--- src/rtl/div_result_collector.sv ---
// Collects one result per divider operation (quotient or error code) into a
// first-word-fall-through FIFO with occupancy, hold and sticky lost flags.
module div_result_collector #(
    parameter int unsigned DW    = 10,
    parameter int unsigned DEPTH = 4,
    parameter int unsigned TMO   = 255
) (
    input  logic                     clk,
    input  logic                     rst,
    input  logic                     div_busy,
    input  logic                     div_valid,
    input  logic [DW-1:0]            quotient,
    input  logic                     dvz,
    input  logic                     ovf,
    input  logic                     out_ready,
    input  logic                     clr_lost,
    output logic                     out_valid,
    output logic [DW-1:0]            out_data,
    output logic [1:0]               out_err,
    output logic [$clog2(DEPTH):0]   count,
    output logic                     hold,
    output logic                     lost
);

    localparam int unsigned AW = $clog2(DEPTH);
    localparam int unsigned CW = AW + 1;
    localparam int unsigned TW = $clog2(TMO + 1);

    typedef enum logic [1:0] {StIdle, StRun, StDrain} state_e;

    state_e          state_q, state_d;
    logic [TW-1:0]   tmo_q, tmo_d;
    logic            err_dvz_q, err_dvz_d;
    logic            err_ovf_q, err_ovf_d;

    logic            push;
    logic [1:0]      push_err;
    logic [DW-1:0]   push_data;

    logic [DW+1:0]   mem_q [DEPTH];
    logic [AW-1:0]   wptr_q, rptr_q;
    logic [CW-1:0]   count_q, count_d;
    logic            hold_q, lost_q, lost_d;
    logic            full, pop, wr_en, drop;
    logic [DW+1:0]   head;

    // Monitor: exactly one push per division, whichever event ends it first.
    always_comb begin
        state_d   = state_q;
        tmo_d     = tmo_q;
        err_dvz_d = err_dvz_q;
        err_ovf_d = err_ovf_q;
        push      = 1'b0;
        push_err  = 2'b00;
        push_data = '0;
        unique case (state_q)
            StIdle: begin
                if (div_busy) begin
                    state_d   = StRun;
                    tmo_d     = '0;
                    err_dvz_d = 1'b0;
                    err_ovf_d = 1'b0;
                end
            end
            StRun: begin
                err_dvz_d = err_dvz_q | dvz;
                err_ovf_d = err_ovf_q | ovf;
                if (div_valid) begin
                    push      = 1'b1;
                    push_data = quotient;
                    state_d   = StDrain;
                end else if (!div_busy) begin
                    push     = 1'b1;
                    push_err = (err_dvz_q | dvz) ? 2'b01 :
                               (err_ovf_q | ovf) ? 2'b10 : 2'b11;
                    state_d  = StIdle;
                end else if (tmo_q == TW'(TMO - 1)) begin
                    push     = 1'b1;
                    push_err = 2'b11;
                    state_d  = StDrain;
                end else begin
                    tmo_d = tmo_q + TW'(1);
                end
            end
            StDrain: begin
                if (!div_busy) state_d = StIdle;
            end
            default: state_d = StIdle;
        endcase
    end

    assign full      = (count_q == CW'(DEPTH));
    assign out_valid = (count_q != '0);
    assign pop       = out_valid & out_ready;
    assign wr_en     = push & (~full | pop);
    assign drop      = push & full & ~pop;
    assign lost_d    = drop | (lost_q & ~clr_lost);

    always_comb begin
        count_d = count_q;
        if (wr_en && !pop) count_d = count_q + CW'(1);
        else if (!wr_en && pop) count_d = count_q - CW'(1);
    end

    // Resetting into StDrain means a division already in flight at release is skipped.
    always_ff @(posedge clk or negedge rst) begin
        if (!rst) begin
            state_q   <= StDrain;
            tmo_q     <= '0;
            err_dvz_q <= 1'b0;
            err_ovf_q <= 1'b0;
            wptr_q    <= '0;
            rptr_q    <= '0;
            count_q   <= '0;
            hold_q    <= 1'b0;
            lost_q    <= 1'b0;
            for (int i = 0; i < int'(DEPTH); i++) mem_q[i] <= '0;
        end else begin
            state_q   <= state_d;
            tmo_q     <= tmo_d;
            err_dvz_q <= err_dvz_d;
            err_ovf_q <= err_ovf_d;
            count_q   <= count_d;
            hold_q    <= (count_d == CW'(DEPTH));
            lost_q    <= lost_d;
            if (wr_en) begin
                mem_q[wptr_q] <= {push_err, push_data};
                wptr_q        <= wptr_q + AW'(1);
            end
            if (pop) rptr_q <= rptr_q + AW'(1);
        end
    end

    assign head     = mem_q[rptr_q];
    assign out_data = out_valid ? head[DW-1:0] : '0;
    assign out_err  = out_valid ? head[DW+1:DW] : 2'b00;
    assign count    = count_q;
    assign hold     = hold_q;
    assign lost     = lost_q;

endmodule

--- config.mk ---
export PLATFORM = sky130hd
export DESIGN_NAME = div_result_collector
export DESIGN_NICKNAME = d
export VERILOG_FILES = /design/src/rtl/div_result_collector.sv
export SDC_FILE = /design/constraint.sdc
export NUM_CORES = 1
export LEC_CHECK = 0
export ABC_AREA = 1
export CELL_PAD_IN_SITES_DETAIL_PLACEMENT = 1
export CELL_PAD_IN_SITES_GLOBAL_PLACEMENT = 1
export CORE_UTILIZATION = 47
export CTS_BUF_LIST = sky130_fd_sc_hd__clkbuf_8
export CTS_CLUSTER_DIAMETER = 120
export DETAILED_ROUTE_END_ITERATION = 16
export PLACE_DENSITY_LB_ADDON = 0.08
export SYNTH_ARGS = -nofsm -noshare
export SYNTH_HDL_FRONTEND = slang
export SYNTH_SLANG_ARGS = --single-unit
--- constraint.sdc ---
create_clock -name clk -period 5.4 [get_ports clk]
set_clock_uncertainty 0.2 [all_clocks]
set_input_delay 1.08 -clock clk [delete_from_list [all_inputs] [get_ports clk]]
set_output_delay 1.08 -clock clk [all_outputs]
set_load 0.1 [all_outputs]
# After elaboration in Yosys (flattened, before gate mapping)
# Index checks and enable logic that the tools add are counted.
# Widths: inputs -> output; s select.
[totals]
ff_bits = 69
inputBits = 18
output_inout_bits = 18
word_cells = 93
[classes]
add_sub_neg = 5
n_lt_le_gt_ge = 3
eq_ne = 11
muxes = 36
n_bitwise = 14
n_reduce_logical = 11
[ops]
columns = ["op", "n"]
rows = [
  ["$bwmux 48", 1],
  ["$mux 12", 3],
  ["$mux 8", 4],
  ["$mux 10", 3],
  ["$bmux 12 s2", 1],
  ["$demux 12 s2", 1],
  ["$mux 2", 11],
  ["$pmux 8 s2", 1],
  ["$ne 2x2->1 const B", 5],
  ["$add 8x1->8 const B", 1],
  ["$eq 8x8->1 const B", 1],
  ["$eq 3x3->1 const B", 2],
  ["$ge 3x3->1 const B", 2],
  ["$mux 1", 6],
  ["$mux 3", 2],
  ["$not 2->3", 2],
  ["$pmux 2 s3", 1],
  ["$and 1x1->1", 5],
  ["$reduce_and 5->1", 1],
  ["$add 2x1->2 const B", 2],
  ["$ne 4x4->1 const B", 1],
  ["$or 1x1->1", 4],
  ["$pmux 1 s2", 2],
  ["$add 3x1->3 const B", 1],
  ["other kinds (12)", 17],
]

# Logic depth before layout (Yosys ltp)
[logic_depth]
word_depth = 11
ltp_mapped = 13
mapped_depth_nobuf = 13

# Least setup slack after synthesis
# Ideal clock, no wire load.
[synth_path]
path_type = "register -> output"
from = "reg count_q[0], in the netlist count[0]"
to = "out out_data[0]"
arrival_time_ps = 3926
required_time_ps = 4120
slack_ps = 194
stages_incl_launch_ff = 7
n_path_buf = 1
path_cell_list = "dfrtp_1 -> inv_1 -> ha_1 -> nand2_1 -> inv_1 -> clkbuf_1 -> a21oi_1"
[synth_between]
elab_chain_len = 2
[synth_rtl]
columns = ["item", "line_no", "text"]
rows = [
  ["start: declaration", "42", "logic [CW-1:0] count_q, count_d;"],
  ["start signal: assignment", "123", "count_q <= count_d;"],
  ["$reduce_bool 3->1", "93", "assign out_valid = (count_q != '0);"],
  ["net out_valid", "17", "output logic out_valid,"],
  ["$mux 10", "135", "assign out_data = out_valid ? head[DW-1:0] : '0;"],
  ["end: declaration", "18", "output logic [DW-1:0] out_data,"],
]
# The timed path passes the listed nets, and every way through them passes these cells.

# Final worst setup path
[layout_path]
from = "reg rptr_q[1]"
to = "out out_data[5]"
[layout_between]
elab_chain_len = 5
[layout_rtl]
columns = ["item", "line_no", "text"]
rows = [
  ["start: declaration", "41", "logic [AW-1:0] wptr_q, rptr_q;"],
  ["start signal: assignment", "130", "if (pop) rptr_q <= rptr_q + AW'(1);"],
  ["$not 2->3 (not written as such)", "134", "assign head = mem_q[rptr_q];"],
  ["$bmux 12 s2", "134", ""],
  ["$mux 12 (not written as such) (2 in series)", "134", ""],
  ["$mux 10", "135", ""],
]
# No other way between the ends. The select of a mux whose other input is x is not followed.

==> run_results.csv <==
group,metric,value,unit
run_status,status,"completed",
timing,slew-limit-headroom,0.3385,
final_layout,final_layout_size_suffix_gt1_frac,0.08108,
clocking,cts_resized,0,
timing,hold_violations,0,
clocking,cts_root_buf,"clkbuf_8",
floorplan,initial_core_util,0.4900,
detailed_routing,antenna_left,0,
synth,ys_seq_area_frac,0.4835,
final_layout,final_cell_mix,"nand2_1 (108), dfrtp_1 (68), inv_1 (57), o21ai_0 (56), a21oi_1 (45)",
grt,met3_usage,0.03878,
detailed_routing,drt_first_pass_iters,5,
floorplan,die_h,89.20,µm
placed_design,gp_congestion,0.7951,
grt,use_met2,0.4976,
synth,synth_nets,477,
clocking,cts_buffer_depth,2,
grt,overflow,0,
synth,ys_ff_latch,69,
grt,grt_pass1_wl,15930,µm
timing,final-setup-viol-count,0,
floorplan,io_pins,36,
clocking,clock_latency,0.35,ns
final_layout,layout_commonest_cell,"nand2_1",
clocking,postCtsSetupRepairBufs,0,
setup_path,cp_cell_sequence,"inv_1, a21oi_1, o21ai_0, a21oi_1, clkdlybuf4s50_1",
final_layout,antenna_cells,0,
synth,synth_top_cell_area_share,0.4762,
grt,use_met1,0.3314,
synth,netlist_area,3573,µm²
final_layout,fin_area,4145,µm²
placed_design,dpl-instance-area,3905,µm²
synth,yosys-top-cells-area,"dfrtp_1 (48%), nand2_1 (11%), o21ai_0 (7.8%), a21oi_1 (6.3%), inv_1 (5.8%)",
grt,antenna_found_initial,0,
grt,busiest_layer,"met2",
setup_path,required,4.12,ns
timing,rsz0062_at_grt,"false",
clocking,cts_hold_buffers,0,
setup_path,timing.critical_path.buf_inv,2,
setup_path,slowest_stage,"clkdlybuf4s50_1",
grt,grt_usage,0.2707,
floorplan,die_area,7956,µm²
detailed_routing,vias,3118,
clocking,clk_pin_slew,0.07,ns
detailed_routing,wire_per_inst,16.65,µm
timing,slew_viol_final,0,
synth,yosys.area.top_type,"dfrtp_1",
synth,avgSynthCellArea,7.941,µm²
detailed_routing,drt-vias-per-instance,5.376,
final_layout,syn2layout_area_growth,16.00,%
detailed_routing,drt_iter0_drc,116,
timing,fin_crit_sh,0.7944,
setup_path,path_common_cell,"a21oi_1",
clocking,numCtsBuffers,9,
grt,first_global_vias,3265,
final_layout,nets,503,
clocking,cts_tree,"done",
floorplan,die_x,89.20,µm
grt,grt_max_degree,37,
setup_path,cp_max_fo,14,
setup_path,startpoint_type,"flip-flop",
setup_path,arrival,3.01,ns
synth,yosys.cell_types.count,28,
detailed_routing,drc,0,
timing,tightest_slew,0.9892,ns
clocking,clock_sinks,69,
job,drv_cap,0,
setup_path,end_kind,"output pin",
timing,fmax,233.1,MHz
setup_path,crit_family,"buffers and inverters",
synth,yosysWarnings,0,
floorplan,core,7292,µm²
detailed_routing,wirelength,9655,µm
synth,syn_inst,450,
placed_design,numPortBuffers,35,
timing,setup_tns,0,ns
hold_path,min_path_type,"reg -> reg",
timing,finalCriticalPeriod,4.290,ns
clocking,h-tree-depth,3,
setup_path,max_stage_delay,1.15,ns
setup_path,crit_type,"reg -> out",
final_layout,fillCellCount,924,
floorplan,rows,31,
placed_design,place_hpwl,6477,µm
metrics by stage:
stage	instances	util	setup slack, ns	hold WS [ns]
after floorplan	450	-	0.1942	0.2411
after CTS	580	0.5685	1.137	0.2793
final	580	0.5685	1.110	0.2768
after detailed placement	564	0.5355	1.499	0.2640
after global placement	564	0.5355	1.515	0.2564
after global routing	580	0.5685	0.9507	0.3167
cells by family (layout without fill, tap and decap cells):
logic type	Yosys count	after routing	synth area share
buffers and inverters	77	108	0.09278
flip-flops	69	69	0.4835
AND/OR/NAND/NOR	163	163	0.1950
AO/OA/AOI/OAI	124	124	0.1775
XOR/XNOR	8	8	0.01961
adder cells (fa/ha/maj)	9	9	0.03151
synthesized netlist by cell type:
library cell and number:
o21ai_1 17, ha_1 9, nand4_1 2, nand2_2 2
nor3_1 2, o31ai_1 5, dfrtp_1 68, nor2_8 1
xnor2_1 2, clkbuf_2 1, buf_4 2, nand3_1 10
o21ai_0 56, dfstp_2 1, nor2_1 31, nand2_1 108
xor2_1 6, buf_2 3, buf_1 1, nor2_4 3
clkbuf_1 11, inv_1 55, nor2_2 2, o22ai_1 1
or2_2 1, nand3_4 1, a21oi_1 45, buf_6 4
tightest hold or removal path: cells and delay by family (launching register included):
kind / cells / cell delay (ns)
flops: 1 / 0.34
compound gates: 1 / 0.06
simple gates: 1 / 0.05
final timing paths:
path / start / end / slack (ns) / cells past startpoint
min reg2reg: mem_q[1] / mem_q[1] / 0.28 / 2
min: mem_q[1] / mem_q[1] / 0.28 / 2
max in group asynchronous: rst / mem_q[20] / 3.41 / 2
min in group asynchronous: rst / tmo_q[1] / 0.63 / 1
max reg2reg: tmo_q[0] / mem_q[26] / 2.79 / 10
max: rptr_q[1] / out_data[5] / 1.11 / 5
registers in the layout (all words and copies together) (netlist names), 2 cells and up:
name     cells
count        3
tmo_q        8
mem_q       48
state_q      2
wptr_q       2
rptr_q       2
final cells by class:
class	count	area, µm²	area share
sequential	69	1728	0.4168
multi-input combinational	304	1514	0.3652
timing repair buffer	37	332.8	0.08029
inverter	55	206.4	0.04980
clock buffer	10	137.6	0.03320
tap	99	123.9	0.02988
clock inverter	6	102.6	0.02475
layer usage:
metal,vias up,routed length (µm)
li1,1487,-
met1,1568,4145
met2,53,5083
met3,10,344
met4,0,80
met5,-,0
Power is left out: the tool's default activity adds up to more than one toggle a clock period on the data nets, which glitch-free logic cannot reach.
